`src/rtl/regfile_pkg.sv`:
```
// ------------------------------------------------------------------
// regfile_pkg : shared types for the register-file write controller
// Revision    : 1.0
// ------------------------------------------------------------------
`default_nettype none

package regfile_pkg;

  localparam int unsigned c_addr_width = 5;
  localparam int unsigned c_data_width = 32;

  typedef logic [c_addr_width-1:0] reg_addr_t;
  typedef logic [c_data_width-1:0] reg_data_t;

  typedef struct packed {
    reg_addr_t addr;
    reg_data_t data;
  } wb_req_t;

endpackage

`default_nettype wire

```
`src/rtl/regfile_wb_ctrl_fifo.sv`:
```
// ------------------------------------------------------------------
// wb_fifo  : synchronous FIFO of writeback requests
// Revision : 1.0
// ------------------------------------------------------------------
`default_nettype none

module wb_fifo
  import regfile_pkg::*;
#(
  parameter int unsigned DEPTH = 4,
  parameter type         T     = wb_req_t
) (
  input  logic clk,
  input  logic rst_n,
  input  logic push,
  input  logic pop,
  input  T     din,
  output T     dout,
  output logic full,
  output logic empty
);

  localparam int unsigned PTR_W = $clog2(DEPTH);
  localparam int unsigned CNT_W = $clog2(DEPTH + 1);

  T                 mem_q [DEPTH];
  T                 mem_d [DEPTH];
  logic [PTR_W-1:0] wr_ptr_q, wr_ptr_d;
  logic [PTR_W-1:0] rd_ptr_q, rd_ptr_d;
  logic [CNT_W-1:0] count_q, count_d;
  logic             do_push, do_pop;

  assign full  = (count_q == CNT_W'(DEPTH));
  assign empty = (count_q == '0);
  assign dout  = mem_q[rd_ptr_q];

  // DEPTH is a power of two, so pointers wrap naturally
  always_comb begin
    do_push  = push && !full;
    do_pop   = pop && !empty;
    mem_d    = mem_q;
    wr_ptr_d = wr_ptr_q;
    rd_ptr_d = rd_ptr_q;
    if (do_push) begin
      mem_d[wr_ptr_q] = din;
      wr_ptr_d        = wr_ptr_q + PTR_W'(1);
    end
    if (do_pop) begin
      rd_ptr_d = rd_ptr_q + PTR_W'(1);
    end
    count_d = count_q + CNT_W'(do_push) - CNT_W'(do_pop);
  end

  always_ff @(posedge clk) begin
    mem_q <= mem_d;
  end

  always_ff @(posedge clk or negedge rst_n) begin
    if (!rst_n) begin
      wr_ptr_q <= '0;
      rd_ptr_q <= '0;
      count_q  <= '0;
    end else begin
      wr_ptr_q <= wr_ptr_d;
      rd_ptr_q <= rd_ptr_d;
      count_q  <= count_d;
    end
  end

endmodule

`default_nettype wire

```
`src/rtl/regfile_wb_ctrl.sv`:
```
// ------------------------------------------------------------------
// regfile_wb_ctrl : register-file write port owner merging ALU and LSU writebacks
// Revision        : 1.0
// ------------------------------------------------------------------
`default_nettype none

module regfile_wb_ctrl
  import regfile_pkg::*;
#(
  parameter int unsigned ADDR_WIDTH = c_addr_width,
  parameter int unsigned DATA_WIDTH = c_data_width,
  parameter int unsigned Q_DEPTH    = 4,
  parameter int unsigned STARVE_MAX = 3
) (
  input  logic                     clk,
  input  logic                     rst_n,
  input  logic                     issue_valid,
  input  logic [ADDR_WIDTH-1:0]    issue_addr,
  input  logic                     alu_we,
  input  logic [ADDR_WIDTH-1:0]    alu_a,
  input  logic [DATA_WIDTH-1:0]    alu_wd,
  output logic                     alu_stall,
  input  logic                     lsu_valid,
  input  logic [ADDR_WIDTH-1:0]    lsu_a,
  input  logic [DATA_WIDTH-1:0]    lsu_wd,
  output logic                     lsu_ready,
  output logic [ADDR_WIDTH-1:0]    a3,
  output logic [DATA_WIDTH-1:0]    wd3,
  output logic                     we3,
  output logic [2**ADDR_WIDTH-1:0] pending
);

  localparam int unsigned NREG = 2**ADDR_WIDTH;
  localparam int unsigned ST_W = $clog2(STARVE_MAX + 1);

  typedef struct packed {
    logic [ADDR_WIDTH-1:0] addr;
    logic [DATA_WIDTH-1:0] data;
  } req_t;

  req_t            push_req, head;
  logic            push, pop, full, empty;
  logic            alu_req, alu_win;

  logic [ADDR_WIDTH-1:0] a3_q, a3_d;
  logic [DATA_WIDTH-1:0] wd3_q, wd3_d;
  logic                  we3_q, we3_d;
  logic                  alu_stall_q, alu_stall_d;
  logic [ST_W-1:0]       starve_q, starve_d;
  logic [NREG-1:0]       pending_q, pending_d;

  wb_fifo #(
    .DEPTH (Q_DEPTH),
    .T     (req_t)
  ) u_fifo (
    .clk   (clk),
    .rst_n (rst_n),
    .push  (push),
    .pop   (pop),
    .din   (push_req),
    .dout  (head),
    .full  (full),
    .empty (empty)
  );

  assign lsu_ready = !full;

  always_comb begin
    push_req.addr = lsu_a;
    push_req.data = lsu_wd;
    // register-0 beats complete the handshake but are dropped here
    push    = lsu_valid && !full && (lsu_a != '0);
    alu_req = alu_we && (alu_a != '0);
    pop     = !empty && (alu_stall_q || !alu_req);
    alu_win = alu_req && !pop;

    we3_d = pop || alu_win;
    a3_d  = a3_q;
    wd3_d = wd3_q;
    if (pop) begin
      a3_d  = head.addr;
      wd3_d = head.data;
    end else if (alu_win) begin
      a3_d  = alu_a;
      wd3_d = alu_wd;
    end

    starve_d = starve_q;
    if (pop) begin
      starve_d = '0;
    end else if (!empty && alu_win) begin
      starve_d = starve_q + ST_W'(1);
    end
    alu_stall_d = (starve_d == ST_W'(STARVE_MAX));

    // clear first so a same-cycle reservation of the same register wins
    pending_d = pending_q;
    if (pop) begin
      pending_d[head.addr] = 1'b0;
    end
    if (issue_valid && (issue_addr != '0)) begin
      pending_d[issue_addr] = 1'b1;
    end
  end

  always_ff @(posedge clk or negedge rst_n) begin
    if (!rst_n) begin
      a3_q        <= '0;
      wd3_q       <= '0;
      we3_q       <= 1'b0;
      alu_stall_q <= 1'b0;
      starve_q    <= '0;
      pending_q   <= '0;
    end else begin
      a3_q        <= a3_d;
      wd3_q       <= wd3_d;
      we3_q       <= we3_d;
      alu_stall_q <= alu_stall_d;
      starve_q    <= starve_d;
      pending_q   <= pending_d;
    end
  end

  assign a3        = a3_q;
  assign wd3       = wd3_q;
  assign we3       = we3_q;
  assign alu_stall = alu_stall_q;
  assign pending   = pending_q;

endmodule

`default_nettype wire

```
`config.mk`:
```
export PLATFORM = sky130hd
export DESIGN_NAME = regfile_wb_ctrl
export DESIGN_NICKNAME = d
export VERILOG_FILES = /design/src/rtl/regfile_pkg.sv /design/src/rtl/regfile_wb_ctrl_fifo.sv /design/src/rtl/regfile_wb_ctrl.sv
export SDC_FILE = /design/constraint.sdc
export NUM_CORES = 1
export LEC_CHECK = 0
export ABC_AREA = 1
export CORE_MARGIN = 8
export CORE_UTILIZATION = 35
export DETAILED_ROUTE_END_ITERATION = 10
export DONT_BUFFER_PORTS = 1
export GPL_TIMING_DRIVEN = 0
export PLACE_DENSITY = 0.5
export SLEW_MARGIN = 0
export SYNTH_ARGS = -nofsm -noshare
export SYNTH_HDL_FRONTEND = slang
export SYNTH_SLANG_ARGS = --single-unit
```
`constraint.sdc`:
```
create_clock -name clk -period 3.7 [get_ports clk]
set_input_delay 0.555 -clock clk [delete_from_list [all_inputs] [get_ports clk]]
set_output_delay 0.555 -clock clk [all_outputs]
set_load 0.02 [all_outputs]
```
==> out/results.tsv, run 1 <==
stage	metric	value	unit
floorplanning	rows	60	
sta	tightest_slew	1290	ps
sta	hold_viol_final	0	
clock_network	htreeDepth	1	
worst_setup_path	cp.buffers_inverters	3	
logic_synthesis	yosysMostFrequentCell	nand2_1	
floorplanning	die_y	181	microns
logic_synthesis	synth_fp_nets	992	
clock_network	clock_latency	530	ps
routing	drt_iter0_drc	369	
floorplanning	die_w	181	microns
global_routing	antenna_found_initial	0	
clock_network	cts.path.max_buffers	3	
status	outcome	finished clean	
worst_setup_path	path_cells	inv_1 -> nand2_1 -> nor2_1 -> inv_1 -> nand3_1 -> nor2_4 -> buf_12	
routing	avgRoutedWirePerCell	20.3	microns
pwr	seqPwrFrac	44.2	%
logic_synthesis	ys_dominant_reg_cell	edfxtp_1	
global_routing	grt_max_degree	81	
sta	rsz0062_at_grt	no	
global_routing	grt_pass1_vias	6500	
routing	via_per_inst	4.91	
global_routing	grt_overflow	0	
routing	drc	0	
pwr	combPwrFrac	29.0	%
pwr	intPower	6020	uW
final_layout	antenna_cells	0	
logic_synthesis	synth_common_cells	nand2_1 (264), edfxtp_1 (148), o21ai_0 (82), dfrtp_1 (80), nor2_1 (77)	
clock_network	cts-root-buf	clkbuf_16	
floorplanning	die-area	32800	sq um
pwr	finalPower	9940	uW
logic_synthesis	async_flop_share	35.1	%
floorplanning	start_util	35.5	%
placement	gp_congestion	0.752	
worst_setup_path	cp_top_family	simple AND/OR/NAND/NOR gates	
final_layout	drive_above_1_share	11.0	%
worst_setup_path	max_stage_delay	720	ps
placement	dp_slack	1090	ps
global_routing	grt_usage	15.8	%
logic_synthesis	yosysUniqueCellTypes	28	
logic_synthesis	synth-seq-cells	228	
logic_synthesis	syn_area	9530	sq um
clock_network	path_clk_slew	60	ps
worst_setup_path	critPathKind	flop to flop	
final_layout	area_growth	15.5	%
worst_setup_path	start_kind	flop	
pwr	cellLeakagePower	0.00440	uW
logic_synthesis	synth_edf_count	148	
worst_setup_path	cp_common_cell	inv_1	
worst_hold_path	min_path_type	input port to flop	
sta	fin_crit_sh	69.3	%
sta	fmax	390	MHz
routing	drt-total-wl	26300	microns
routing	dr_total_vias	6367	
final_layout	fin_nets	1026	
sta	slew_headroom	13.5	%
worst_setup_path	slowest_stage	nor2_4	
sta	slew_violations	0	
placement	dp_hpwl	17700	microns
worst_setup_path	cp.required	3920	ps
routing	ant_nets	0	
logic_synthesis	syn-instance-count	901	
sta	final.setup.worst_slack	1140	ps
logic_synthesis	netlist.top_cell.by_area	edfxtp_1	
logic_synthesis	synth_top_area_share	46.6	%
worst_setup_path	rrSetupSlack	1140	ps
pwr	p_sw	3920	uW
worst_setup_path	arrival	2780	ps
sta	min_period	2560	ps
placement	io_buffers	0	
logic_synthesis	synth-seq-area-share	67.6	%
global_routing	grt_pass1_wl	40300	microns
clock_network	cts-buffers-inserted	26	
worst_setup_path	cp-end-kind	flop	
pwr	p_sw_share	39.4	%
logic_synthesis	ys_warn_count	0	
sta	setup_viol	0	
flow_run	cap_violations	0	
routing	drtPass1Iterations	4	
pwr	peakVddDrop	0.363	mV
clock_network	clkSinkCount	228	
clock_network	cts_tree	yes	
logic_synthesis	synth_area_leaders	edfxtp_1 (47%), dfrtp_1 (21%), nand2_1 (10%), o21ai_0 (4.3%), nor2_1 (3.0%)	
pwr	clockPowerShare	26.8	%
floorplanning	coreArea	26900	sq um
pwr	power.density	902	nW/um^2
worst_setup_path	crit_fanout	19	
floorplanning	ioPinCount	156	
logic_synthesis	syn_area_per_cell	10.6	sq um
sta	skew	15.3	ps
power by group through the flow:
stage	clock, uW	sequential [uW]	combinational (uW)
finish	2670	4390	2880
global route	2810	4480	3250
CTS	2730	4420	2940
detailed placement	0	4460	2900
global placement	0	4500	2800
floorplan	0	4320	1970
cells by family after synthesis:
| family | after synthesis | synth area share (%) |
|---|---|---|
| DFF | 228 | 67.6 |
| buffers and inverters | 107 | 5.08 |
| AOI/OAI and AO/OA | 153 | 8.56 |
| adders and majority gates | 7 | 0.997 |
| and+or+nand+nor | 401 | 17.3 |
| xor gates and xnor gates | 5 | 0.459 |
what timing repair did:
action	4_1_cts	5_1_grt
setup buffers	0	0
hold endpoints to repair	80	0
gates resized for setup	0	0
hold buffers	2	0
placed cells by master (no fill, tap or decap), types with 2 or more instances in the layout:
cell        Yosys  routed
o22ai_1        29      29
clkinvlp_4      0       4
o21ai_1        40      40
buf_4           2       2
clkinv_2        0       2
buf_6           7       7
nor2_4          4       8
o21ai_0        82      82
nor2_1         77      73
buf_12          0       3
nor2_2          7       7
bufinv_16       0       4
clkbuf_8        0       3
xor2_1          4       4
nor3_1         12      12
inv_1          60      60
clkinv_1        0       2
nand3_1        26      26
clkbuf_16       0      26
nand2_1       264     264
edfxtp_1      148     148
inv_2           7       7
clkbuf_1       14      20
buf_16          0       2
dfrtp_1        80      80
nand2_2         8       8
buf_2          16      16
ha_1            6       6
sequential cells by signal, indices dropped and copies added (netlist names):
register and count:
a3 5, alu_stall 1, pending 32, starve_q 2
u_fifo.count_q 3, u_fifo.mem_q 148, u_fifo.rd_ptr_q 2, u_fifo.wr_ptr_q 2
wd3 32, we3 1
final timing paths:
| check | cells after the start | endpoint | start |
|---|---|---|---|
| max | 7 | u_fifo.mem_q[24]$_DFFE_PP_ | u_fifo.count_q[1]$_DFF_PN0_ |
| min | 0 | u_fifo.mem_q[96]$_DFFE_PP_ | lsu_wd[22] |
| max reg2reg | 7 | u_fifo.mem_q[24]$_DFFE_PP_ | u_fifo.count_q[1]$_DFF_PN0_ |
| min reg2reg | 2 | alu_stall$_DFF_PN0_ | starve_q[1]$_DFF_PN0_ |
| max in group asynchronous | 2 | wd3[27]$_DFFE_PN0P_ | rst_n |
| min in group asynchronous | 2 | pending[16]$_DFF_PN0_ | rst_n |
metrics by stage:
stage          std cells  setup TNS, ps  utilization [%]  hold slack [ps]  cell area [sq um]
2_1_floorplan        901              0                -              259               9530
6_report            1296              0             41.0              117              11000
4_1_cts             1296              0             41.0             96.0              11000
3_3_place_gp        1242        -133570             37.1              262               9960
5_1_grt             1296              0             41.0             95.8              11000
3_5_place_dp        1246              0             37.5              262              10100
per-layer routing:
metal / GRT usage (%) / wire length, microns
met5: 0 / 0
met4: 3.77 / 472
met3: 4.15 / 1690
met2: 26.7 / 12800
met1: 20.1 / 11400
final cells by class:
class	count	area, sq um
sequential	228	6450
timing repair buffer	6	125
clock buffer	35	714
clock inverter	13	184
buffer	39	226
fill	2576	15900
inverter	68	258
tap	341	427
multi-input combinational	566	2630
(Power assumes the default switching activity.)
==> run 2, diff against run 1 <==
--- a/config.mk
+++ b/config.mk
@@ -5,7 +5,7 @@
 export SDC_FILE = /design/constraint.sdc
 export NUM_CORES = 1
 export LEC_CHECK = 0
-export ABC_AREA = 1
+export ABC_AREA = 0
 export CORE_MARGIN = 8
 export CORE_UTILIZATION = 35
 export DETAILED_ROUTE_END_ITERATION = 10
==> constraint.sdc (replaced) <==
create_clock -name clk -period 2.6 [get_ports clk]
set_input_delay 0.39 -clock clk [delete_from_list [all_inputs] [get_ports clk]]
set_output_delay 0.39 -clock clk [all_outputs]
set_load 0.02 [all_outputs]
==> run 2 against run 1 <==
Compared with the run above: area after synthesis fell by 0.62%; first-iteration DRC count rose by 9.8%; clock skew rose by 7.7 ps; sequential cell count did not move; largest cell class unchanged.
==> out/results.tsv, run 2 <==
stage	metric	value	unit
status	outcome	finished clean	
final_layout	mostFrequentLayoutCells	edfxtp_1 (148), dfrtp_1 (80), nor3_1 (44)	
worst_setup_path	critPathKind	flop to flop	
final_layout	drive_above_1_share	14.8	%
pwr	combPwrFrac	28.5	%
floorplanning	die_y	181	microns
routing	drtPass1Iterations	4	
global_routing	grt_usage	15.6	%
logic_synthesis	syn_area	9470	sq um
routing	avgRoutedWirePerCell	23.9	microns
sta	min_period	2480	ps
routing	dr_total_vias	6039	
clock_network	cts_tree	yes	
placement	io_buffers	0	
floorplanning	coreArea	26800	sq um
clock_network	clkSinkCount	228	
floorplanning	die_w	181	microns
logic_synthesis	syn_area_per_cell	14.6	sq um
logic_synthesis	synth_fp_nets	742	
sta	slew_violations	0	
worst_setup_path	timing.rr.start	u_fifo.count_q[1]$_DFF_PN0_	
global_routing	grt_pass1_vias	6399	
sta	setup_viol	0	
worst_setup_path	cp.required	3020	ps
pwr	finalPower	14200	uW
worst_setup_path	start_kind	flop	
logic_synthesis	ys_warn_count	0	
final_layout	fillers	2428	
sta	skew	23.0	ps
clock_network	cts.path.max_buffers	3	
logic_synthesis	synth_top_area_share	46.9	%
final_layout	fin_nets	814	
logic_synthesis	yosysUniqueCellTypes	42	
worst_setup_path	crit_fanout	10	
pwr	seqPwrFrac	44.5	%
placement	place_area	9990	sq um
routing	ant_nets	0	
worst_setup_path	arrival	2910	ps
routing	via_per_inst	5.56	
worst_setup_path	rrSetupSlack	120	ps
clock_network	cts-root-buf	clkbuf_16	
sta	fin_crit_sh	95.5	%
logic_synthesis	async_flop_share	35.1	%
floorplanning	ioPinCount	156	
pwr	power.density	1240	nW/um^2
logic_synthesis	synth-seq-area-share	68.0	%
worst_setup_path	cp-startpoint	u_fifo.count_q[1]$_DFF_PN0_	
sta	tightest_slew	1090	ps
worst_hold_path	min_path_type	input port to flop	
pwr	p_sw	5140	uW
clock_network	path_clk_slew	60	ps
worst_setup_path	cp-end-kind	flop	
final_layout	top_register	u_fifo.mem_q	
final_layout	layout.cells.non_filler	1086	
pwr	cellLeakagePower	0.00395	uW
clock_network	cts-buffers-inserted	26	
logic_synthesis	synth_common_cells	edfxtp_1 (148), dfrtp_1 (80), nor3_1 (44), a31oi_1 (43), o21ai_0 (43)	
global_routing	grt_pass1_wl	39100	microns
global_routing	grt_overflow	0	
placement	place_inst	996	
placement	gp_congestion	0.820	
final_layout	largest_reg_flops	148	
floorplanning	rows	60	
sta	slew_headroom	26.9	%
routing	drt_iter0_drc	405	
global_routing	antenna_found_initial	3	
floorplanning	die-area	32600	sq um
logic_synthesis	ys_dominant_reg_cell	edfxtp_1	
logic_synthesis	synth_area_leaders	edfxtp_1 (47%), dfrtp_1 (21%), mux4_2 (8.6%), a31oi_1 (2.8%), nor3_1 (2.3%)	
placement	dp_hpwl	18200	microns
logic_synthesis	synth_edf_count	148	
pwr	peakVddDrop	0.586	mV
clock_network	clock_latency	540	ps
sta	rsz0062_at_grt	no	
logic_synthesis	yosysMostFrequentCell	edfxtp_1	
routing	drt-total-wl	26000	microns
final_layout	final_common_cell	edfxtp_1	
logic_synthesis	netlist.top_cell.by_area	edfxtp_1	
global_routing	grt_max_degree	81	
pwr	clockPowerShare	26.9	%
logic_synthesis	synth-seq-cells	228	
final_layout	design_area	11400	sq um
sta	hold_viol_final	0	
final_layout	area_growth	20.1	%
flow_run	cap_violations	0	
floorplanning	start_util	35.4	%
routing	drc	0	
worst_hold_path	min-delay-start	alu_wd[31]	
pwr	p_sw_share	36.3	%
pwr	intPower	9010	uW
clock_network	htreeDepth	1	
sta	fmax	403	MHz
logic_synthesis	syn-instance-count	651	
-- run 2: path summary, 6_finish.rpt --
| path | endpoint | cells after the start |
|---|---|---|
| setup / recovery | u_fifo.count_q[2]$_DFF_PN0_ | 10 |
| hold / removal | wd3[31]$_DFFE_PN0P_ | 2 |
| setup reg to reg | u_fifo.count_q[2]$_DFF_PN0_ | 10 |
| hold reg to reg | u_fifo.count_q[2]$_DFF_PN0_ | 1 |
| max in group asynchronous | pending[15]$_DFF_PN0_ | 2 |
| min in group asynchronous | wd3[1]$_DFFE_PN0P_ | 2 |
-- run 2: logic make-up (layout without fill, tap and decap cells) --
logic type | count (synthesis) | after routing | share of synthesized area (%)
buf+inv | 60 | 152 | 2.84
xor+xnor | 7 | 7 | 0.647
simple gates | 176 | 176 | 9.52
mux | 41 | 41 | 9.28
flops | 228 | 228 | 68.0
other cells | 0 | 2 | 0
compound gates | 132 | 132 | 8.66
fa+ha+maj | 7 | 7 | 1.00
-- run 2: power by group through the flow --
| stage | clock network [uW] | logic (uW) | registers, uW |
|---|---|---|---|
| 3_5_place_dp | 0 | 3930 | 6390 |
| 5_1_grt | 4030 | 4430 | 6440 |
| 6_report | 3810 | 4040 | 6300 |
| 2_1_floorplan | 0 | 2800 | 6090 |
| 3_3_place_gp | 0 | 3740 | 6370 |
| 4_1_cts | 3890 | 4090 | 6330 |
-- run 2: final cells by class --
type / instances / area (sq um) / share of cell area (%)
Timing Repair Buffer: 45 / 503 / 4.42
Tap cell: 341 / 427 / 3.75
Clock buffer: 39 / 739 / 6.50
Buffer: 50 / 249 / 2.19
Clock inverter: 9 / 175 / 1.54
Multi-Input combinational cell: 363 / 2800 / 24.6
Inverter: 9 / 33.8 / 0.297
Sequential cell: 228 / 6450 / 56.6
Antenna cell: 2 / 5.00 / 0.0440
-- run 2: timing repair --
action	CTS	global route
pin swaps	2	1
hold buffers	39	0
hold endpoints to repair	228	0
buffers inserted	2	0
endpoints found under the setup margin	4	3
resized for setup	10	5
-- run 2: critical path, cell delays in order (launching register included) --
cell and delay, ps:
dfrtp_1 410, or3_4 460, o21ai_4 100, buf_8 160
nor2_4 70, ha_1 280, inv_1 40, ha_1 180
fa_1 370, xor2_1 160, xnor2_1 130
-- run 2: per-layer routing --
metal  GRT usage [%]  share of wire (%)  vias to the layer above
li1                -                  -                     2673
met1            19.2                 41                     3091
met2            26.1                 48                      238
met3            5.32                8.9                       35
met4            3.77                2.0                        2
met5               0              0.050                        -
-- run 2: per-stage QoR --
stage	utilization, %	setup TNS, ps	setup slack [ps]	hold WS (ps)
6_report	42.5	0	117	21.8
5_1_grt	42.5	0	12.1	13.8
4_1_cts	42.4	0	48.4	4.14
3_5_place_dp	37.3	-1180	-644	99.1
3_3_place_gp	37.0	-96890	-664	100
2_1_floorplan	-	0	3.57	94.4
